<file path="config.mk">
export PLATFORM = sky130hd
export DESIGN_NAME = serial_subtractor_ctrl
export DESIGN_NICKNAME = d
export VERILOG_FILES = /design/src/rtl/serial_subtractor_ctrl.sv
export SDC_FILE = /design/constraint.sdc
export NUM_CORES = 1
export LEC_CHECK = 0
export BUFFER_PORTS_ARGS = -buffer_cell sky130_fd_sc_hd__buf_2
export CAP_MARGIN = 20
export CORE_AREA = 2 2 70 59
export CTS_BUF_LIST = sky130_fd_sc_hd__clkbuf_16
export CTS_CLUSTER_SIZE = 30
export DETAILED_ROUTE_END_ITERATION = 10
export DIE_AREA = 0 0 72 61
export PLACE_DENSITY = 0.8
export SLEW_MARGIN = 0
export SYNTH_ARGS = -nofsm -noshare
export SYNTH_HDL_FRONTEND = slang
export SYNTH_HIERARCHICAL = 1
export SYNTH_SLANG_ARGS = --single-unit
</file>
<file path="constraint.sdc">
create_clock -name clk -period 1.3 [get_ports clk]
set_input_delay 0.065 -clock clk [delete_from_list [all_inputs] [get_ports clk]]
set_output_delay 0.065 -clock clk [all_outputs]
set_load 0.005 [all_outputs]
</file>
<file path="src/rtl/serial_subtractor_ctrl.sv">
// Bit-serial WIDTH-bit unsigned subtractor: one full-subtract cell (two half
// subtractors) sequenced LSB first, one bit per clock, with start/busy/done handshake.

module half_subtractor (
  input  logic x_i,
  input  logic y_i,
  output logic d_o,
  output logic b_o
);
  assign d_o = x_i ^ y_i;
  assign b_o = ~x_i & y_i;
endmodule

module serial_subtractor_ctrl #(
  parameter int WIDTH = 8
) (
  input  logic             clk,
  input  logic             rst,
  input  logic             start,
  input  logic [WIDTH-1:0] a,
  input  logic [WIDTH-1:0] b,
  output logic             busy,
  output logic             done,
  output logic [WIDTH-1:0] diff,
  output logic             borrow
);
  localparam int CNT_W = $clog2(WIDTH);

  typedef enum logic {IDLE, SUB} state_t;

  state_t             state_q, state_d;
  logic [WIDTH-1:0]   sa_q, sa_d, sb_q, sb_d, res_q, res_d, diff_q, diff_d;
  logic [CNT_W-1:0]   cnt_q, cnt_d;
  logic               bin_q, bin_d, busy_q, busy_d, done_q, done_d;
  logic               borrow_q, borrow_d;
  logic               d1, b1, b2, d_bit, bout;

  // Full subtract cell: first stage takes sa-sb, second subtracts incoming borrow.
  half_subtractor u_hs0 (.x_i(sa_q[0]), .y_i(sb_q[0]), .d_o(d1),    .b_o(b1));
  half_subtractor u_hs1 (.x_i(d1),      .y_i(bin_q),   .d_o(d_bit), .b_o(b2));
  assign bout = b1 | b2;

  always_ff @(posedge clk) begin
    if (rst) begin
      state_q  <= IDLE;
      sa_q     <= '0;
      sb_q     <= '0;
      res_q    <= '0;
      diff_q   <= '0;
      cnt_q    <= '0;
      bin_q    <= 1'b0;
      busy_q   <= 1'b0;
      done_q   <= 1'b0;
      borrow_q <= 1'b0;
    end else begin
      state_q  <= state_d;
      sa_q     <= sa_d;
      sb_q     <= sb_d;
      res_q    <= res_d;
      diff_q   <= diff_d;
      cnt_q    <= cnt_d;
      bin_q    <= bin_d;
      busy_q   <= busy_d;
      done_q   <= done_d;
      borrow_q <= borrow_d;
    end
  end

  always_comb begin
    state_d  = state_q;
    sa_d     = sa_q;
    sb_d     = sb_q;
    res_d    = res_q;
    diff_d   = diff_q;
    cnt_d    = cnt_q;
    bin_d    = bin_q;
    busy_d   = busy_q;
    done_d   = 1'b0;
    borrow_d = borrow_q;
    case (state_q)
      IDLE: begin
        if (start) begin
          state_d = SUB;
          sa_d    = a;
          sb_d    = b;
          res_d   = '0;
          bin_d   = 1'b0;
          cnt_d   = '0;
          busy_d  = 1'b1;
        end
      end
      SUB: begin
        sa_d  = sa_q >> 1;
        sb_d  = sb_q >> 1;
        res_d = {d_bit, res_q[WIDTH-1:1]};
        bin_d = bout;
        cnt_d = cnt_q + CNT_W'(1);
        // Last bit: publish the full result only now so diff never shows partials.
        if (cnt_q == CNT_W'(WIDTH - 1)) begin
          state_d  = IDLE;
          diff_d   = {d_bit, res_q[WIDTH-1:1]};
          borrow_d = bout;
          busy_d   = 1'b0;
          done_d   = 1'b1;
        end
      end
      default: state_d = IDLE;
    endcase
  end

  assign busy   = busy_q;
  assign done   = done_q;
  assign diff   = diff_q;
  assign borrow = borrow_q;
endmodule
</file>
==> results.yml, run 1 <==
sta:
  slew_viol_final: 0
  whs_ns: 0.07497
  timing.fmax_mhz: 789.1
  setup_tns_ns: 0
  layout_setup_ws_ns: 0.03272
  finalClockSkew_ns: 0.004993
  setup_viol: 0
  fin_crit_ns: 1.267
  min_period_over_period_pct: 97.48
  slew_headroom_pct: 54.96
  hold_viol: 0
  tightestPinTransition_ns: 0.6756
place:
  place_hpwl_mm: 1.967
  dp_slack_ns: -0.06905
  io_buffers: 29
  gp_congestion: 0.6962
  placed_cell_area_um2: 1907
floorplan:
  die_area_um2: 4392
  coreArea_um2: 3679
  row_count: 20
  die_x_um: 72
  io_pins: 30
  start_util_pct: 46.87
  die_h_um: 61
hold_path:
  hold_class: "in -> reg"
grt:
  grt_use_met1_pct: 20.06
  grt-busiest-layer: "met2"
  grt_pass1_vias: 1231
  antenna_found_initial: 0
  overflow: 0
  grt_util_met3_pct: 5.482
  met2_usage_pct: 27.12
  grt_pass1_wl_mm: 5.471
  grt_max_degree: 51
  grt.total_usage_pct: 16.71
final_layout:
  area_growth_pct: 25.11
  final_cell_mix: "36 x dfxtp_1, 29 x buf_2, 20 x a21oi_1"
  nets: 228
  final_area_um2: 2157
  antenna_cells: 0
  mostFrequentLayoutCell: "dfxtp_1"
  num-fill-cells: 325
  drive_above_1_share_pct: 30.24
worst_setup_path:
  worstPathMaxFanout: 10
  required_ns: 1.51
  startpoint_type: "register"
  worstPathArrival_ns: 1.47
  path_class: "reg -> reg"
  critPathCaptureType: "register"
clock_tree:
  clk_path_buf_depth: 2
  clk_pin_slew_ns: 0.06
  clkLatencyLatePin_ns: 0.28
  cts_sinks: 39
  clockRootBuffer: "clkbuf_16"
  tritoncts: "yes"
  cts_buffers: 5
  htree_num_levels: 2
yosys:
  synth-seq-cells: 39
  yosysSeqAreaShare_pct: 45.28
  ys_types: 21
  synthesis.nets: 202
  avgSynthCellArea_um2: 9.686
  synth_area_um2: 1724
  ys_warn_count: 6
  syn-instance-count: 178
routing:
  viasPerCell: 5.333
  drc: 0
  routed_wl_mm: 3.472
  wire_per_inst_um: 13.94
  drt_iter0_markers: 69
  dr_total_vias: 1328
  final_antenna_net_count: 0
  dr.pass1.iters: 4
power_and_ir_drop:
  power_density_nw_per_um2: 1360
  p_int_uw: 2278
  total_power_uw: 2934
  seq_power_share_pct: 43.7
  p_leak_uw: 0.0008814
  power.share.switching_pct: 22.35
  power.switching_uw: 655.9
  irDropWorstVdd_uv: 494.1
  pwr-share-comb_pct: 9.1
  clockPowerShare_pct: 47.2
job:
  maxCapViolCount: 0
run_status:
  status: "finished, final reports clean"
-- cell usage after synthesis --
cell      number  area [µm²]
dfxtp_1       39       780.8
a21oi_1       21       105.1
mux2i_1       16       160.2
a211oi_1      15       112.6
nor2b_1       14       87.58
or3b_1        11       96.34
nand2_1       10       37.54
a21bo_2        9       90.09
buf_2          8       40.04
nand3_1        8       40.04
ha_1           5       62.56
inv_1          5       18.77
clkbuf_1       3       11.26
nor2_1         3       11.26
buf_1          2       7.510
buf_4          2       15.01
nand2b_1       2       12.51
nor3_1         2       10.01
a311oi_1       1       8.760
buf_6          1       11.26
o21ai_0        1       5.000
-- per-stage QoR --
step | utilization [%] | instances
final | 58.64 | 249
after global routing | 58.64 | 249
after CTS | 56.97 | 247
after detailed placement | 51.84 | 239
after global placement | 51.84 | 239
after floorplan | - | 178
-- area by class of cell --
cell class	count	area [µm²]	share of cell area, %
clock inverters	3	43.79	2.030
inverters	5	22.52	1.044
flip-flops and latches	39	784.5	36.37
multi-input cells	118	880.8	40.84
repair buffers	34	237.7	11.02
clock buffers	5	125.1	5.800
repair inverters	1	7.507	0.3480
well taps	44	55.05	2.552
-- critical path: stages, from the launching register on --
cell     delay [ns]
dfxtp_2        0.34
ha_4           0.17
ha_4           0.17
buf_12         0.14
a21bo_2        0.21
a21oi_1        0.16
-- power groups by stage --
stage	combinational, µW	sequential, µW	clock [µW]
global placement	248	1300	0
CTS	262	1280	1410
global route	303	1290	1450
finish	267	1280	1380
detailed placement	254	1300	0
floorplan	186	1300	0
-- flip-flops by register name (all words and copies together) (netlist names), 3 cells and up --
register	cells
diff	8
sb_q	8
sa_q	8
cnt_q	3
res_q	7
-- layer usage --
| metal | share of wire, % | vias to the layer above |
|---|---|---|
| li1 | - | 683 |
| met5 | 0 | - |
| met3 | 3.5 | 7 |
| met2 | 47 | 22 |
| met1 | 47 | 616 |
| met4 | 2.0 | 0 |
-- logic make-up after synthesis --
family | synth area share (%)
muxes | 9.289
and+or+nand+nor | 17.13
adders and majority gates | 3.628
AOI/OAI and AO/OA | 18.65
DFF | 45.28
buffers and inverters | 6.023
-- final timing paths --
path              depth (start not counted)                   from              endpoint  slack, ns
setup / recovery                          5  cnt_q[0]$_SDFFE_PP0P_  diff[2]$_SDFFE_PP0P_       0.03
hold reg to reg                           2  res_q[1]$_SDFFE_PP0P_  diff[0]$_SDFFE_PP0P_       0.47
setup reg to reg                          5  cnt_q[0]$_SDFFE_PP0P_  diff[2]$_SDFFE_PP0P_       0.03
hold / removal                            3                   a[7]  sa_q[7]$_SDFFE_PP0P_       0.07
-- repair_timing --
| item | CTS | global route |
|---|---|---|
| hold buffers | 0 | 0 |
| setup buffers | 0 | 0 |
| gates cloned | 0 | 2 |
| endpoints found under the setup margin | 10 | 17 |
| pin swaps | 3 | 1 |
| gates resized for setup | 6 | 8 |
(Power assumes the default switching activity.)
==> run 2, diff against run 1 <==
Settings changed: ABC_AREA set to 1, CORE_AREA 2 2 70 59 to 2 2 69 58, DIE_AREA 0 0 72 61 to 0 0 71 60, PLACE_DENSITY 0.8 to 0.81, SLEW_MARGIN 0 to 20, SYNTH_HIERARCHICAL 1 to not set.
==> results.yml, run 2 <==
worst_setup_path:
  required_ns: 1.51
  r2r_end: "borrow$_SDFFE_PP0P_"
  worstPathMaxFanout: 5
  startpoint_type: "register"
  worstPathArrival_ns: 1.43
  critPathCaptureType: "register"
  reg2reg_depth: 6
  r2r_slack_ns: 0.08
  r2r_start: "cnt_q[0]$_SDFFE_PP0P_"
  path_class: "reg -> reg"
floorplan:
  io_pins: 30
  start_util_pct: 46.41
  die_area_um2: 4260
  die_x_um: 71
  die_h_um: 60
  row_count: 20
  coreArea_um2: 3628
clock_tree:
  clockRootBuffer: "clkbuf_16"
  cts_sinks: 39
  clk_path_buf_depth: 2
  cts_buffers: 5
  tritoncts: "yes"
  cts_setup_buffers: 0
  clkLatencyLatePin_ns: 0.28
  clk_pin_slew_ns: 0.06
  htree_num_levels: 2
sta:
  layout_setup_ws_ns: 0.08225
  slew_headroom_pct: 72.41
  fin_crit_ns: 1.218
  tightestPinTransition_ns: 0.4135
  min_period_over_period_pct: 93.67
  whs_ns: 0.04242
  setup_viol: 0
  hold_viol: 0
  finalClockSkew_ns: 0.004570
  setup_tns_ns: 0
  slew_viol_final: 0
  timing.fmax_mhz: 821.2
grt:
  antenna_found_initial: 0
  overflow: 0
  grt_pass1_wl_mm: 5.437
  grt.total_usage_pct: 16.34
  grt_pass1_vias: 1275
  grt_max_degree: 27
power_and_ir_drop:
  p_leak_uw: 0.0009856
  power_density_nw_per_um2: 1304
  total_power_uw: 2644
  irDropWorstVdd_uv: 981.7
yosys:
  synth_area_leaders: "dfxtp_1 46%, nand2_1 18%, nand3_1 6.2%"
  syn-instance-count: 220
  synth_top_cell_area_share_pct: 46.36
  avgSynthCellArea_um2: 7.655
  synth_most_common_cell: "nand2_1"
  synth_flop_cell: "dfxtp_1"
  synthTopCellsByCount: "79 x nand2_1, 39 x dfxtp_1, 21 x nand3_1"
  synthesis.nets: 243
  synth_largest_area_cell: "dfxtp_1"
  async_flop_share_pct: 0
  ys_types: 20
  yosysSeqAreaShare_pct: 46.36
  synth-seq-cells: 39
  ys_warn_count: 0
  synth_edf_count: 0
  synth_area_um2: 1684
final_layout:
  final_cell_mix: "79 x nand2_1, 38 x dfxtp_1, 29 x buf_2"
  antenna_cells: 0
  postLayoutCoreUtil_pct: 55.90
  area_growth_pct: 20.43
  nets: 276
  mostFrequentLayoutCell: "nand2_1"
  num-fill-cells: 321
  drive_above_1_share_pct: 24.02
routing:
  drc: 0
  final_antenna_net_count: 0
  wire_per_inst_um: 11.10
  routed_wl_mm: 3.307
  viasPerCell: 4.725
  drt_iter0_markers: 99
  dr_total_vias: 1408
  dr.pass1.iters: 4
place:
  io_buffers: 29
  dp_slack_ns: 0.03265
  place_hpwl_mm: 2.217
  gp_congestion: 0.7683
run_status:
  status: "finished, final reports clean"
hold_path:
  hold_class: "in -> reg"
  min_from: "a[7]"
  min_path_cells: 3
  min_delay_worst_endpoint: "sa_q[7]$_SDFFE_PP0P_"
job:
  maxCapViolCount: 0
[run 2: cell types whose count changed in the layout (fill, tap and decap cells not counted), moves of 5 or more]
cell,before,now
inv_1,2,21
nand3_2,0,9
nand2_1,10,79
mux2i_1,16,0
nor2_1,3,8
a21bo_2,9,0
a211oi_1,15,0
or3b_1,11,0
nor2b_1,14,0
nand3_1,8,21
buf_4,1,8
[run 2: worst max-delay path by stage]
| stage | start | endpoint | slack (ns) | cells past startpoint |
|---|---|---|---|---|
| global placement | cnt_q[0]$_SDFFE_PP0P_ | diff[1]$_SDFFE_PP0P_ | 0.08 | 6 |
| global route | cnt_q[0]$_SDFFE_PP0P_ | borrow$_SDFFE_PP0P_ | -0.006 | 6 |
| finish | cnt_q[0]$_SDFFE_PP0P_ | borrow$_SDFFE_PP0P_ | 0.08 | 6 |
| CTS | cnt_q[0]$_SDFFE_PP0P_ | diff[7]$_SDFFE_PP0P_ | 0.02 | 6 |
| detailed placement | cnt_q[0]$_SDFFE_PP0P_ | diff[7]$_SDFFE_PP0P_ | 0.03 | 6 |
| floorplan | cnt_q[0]$_SDFFE_PP0P_ | diff[6]$_SDFFE_PP0P_ | 0.17 | 6 |
[run 2: worst max-delay path, cell delays in order, from the launching register on]
cell and delay (ns):
dfxtp_1 0.32, ha_1 0.25, ha_4 0.19, nand2_4 0.10
buf_4 0.12, nand2_1 0.04, a21oi_1 0.13
[run 2: power breakdown]
group	internal [µW]	leakage [µW]	total [µW]	switching, µW
sequential	1240	0.000318	1270	28.3
clock	698	0.0000710	1150	449
combinational	95.9	0.000597	232	136
total	2030	0.000986	2640	613
[run 2: layout make-up]
cell class                 instances  area (µm²)  area share [%]
timing repair buffer              38       225.2           11.10
multi-input combinational        147       737.0           36.34
sequential                        39       782.0           38.56
tap                               44       55.05           2.714
clock inverter                     3       16.27          0.8020
clock buffer                       5       125.1           6.169
inverter                          22       87.58           4.318
[run 2: cell families after synthesis]
| logic type | Yosys count | synth area share, % |
|---|---|---|
| flops | 39 | 46.36 |
| buf+inv | 35 | 11.29 |
| compound gates | 23 | 6.909 |
| simple gates | 119 | 32.02 |
| fa+ha+maj | 4 | 3.418 |
[run 2: what timing repair did]
action / in CTS / in global routing
resized for setup: 0 / 5
hold buffers: 0 / 0
endpoints found under the setup margin: 0 / 8
[run 2: metal layers]
| layer | up-vias | share of wire [%] | track usage (%) |
|---|---|---|---|
| met3 | 2 | 5.6 | 6.071 |
| li1 | 756 | - | - |
| met4 | 0 | 0.36 | 5.121 |
| met5 | - | 0 | 0 |
| met2 | 31 | 47 | 25.10 |
| met1 | 619 | 47 | 21.56 |
[run 2: per-stage QoR]
| stage | std cells | area [µm²] |
|---|---|---|
| 2_1_floorplan | 220 | 1684 |
| 3_3_place_gp | 289 | 1859 |
| 3_5_place_dp | 289 | 1859 |
| 4_1_cts | 297 | 2001 |
| 5_1_grt | 298 | 2028 |
| 6_report | 298 | 2028 |
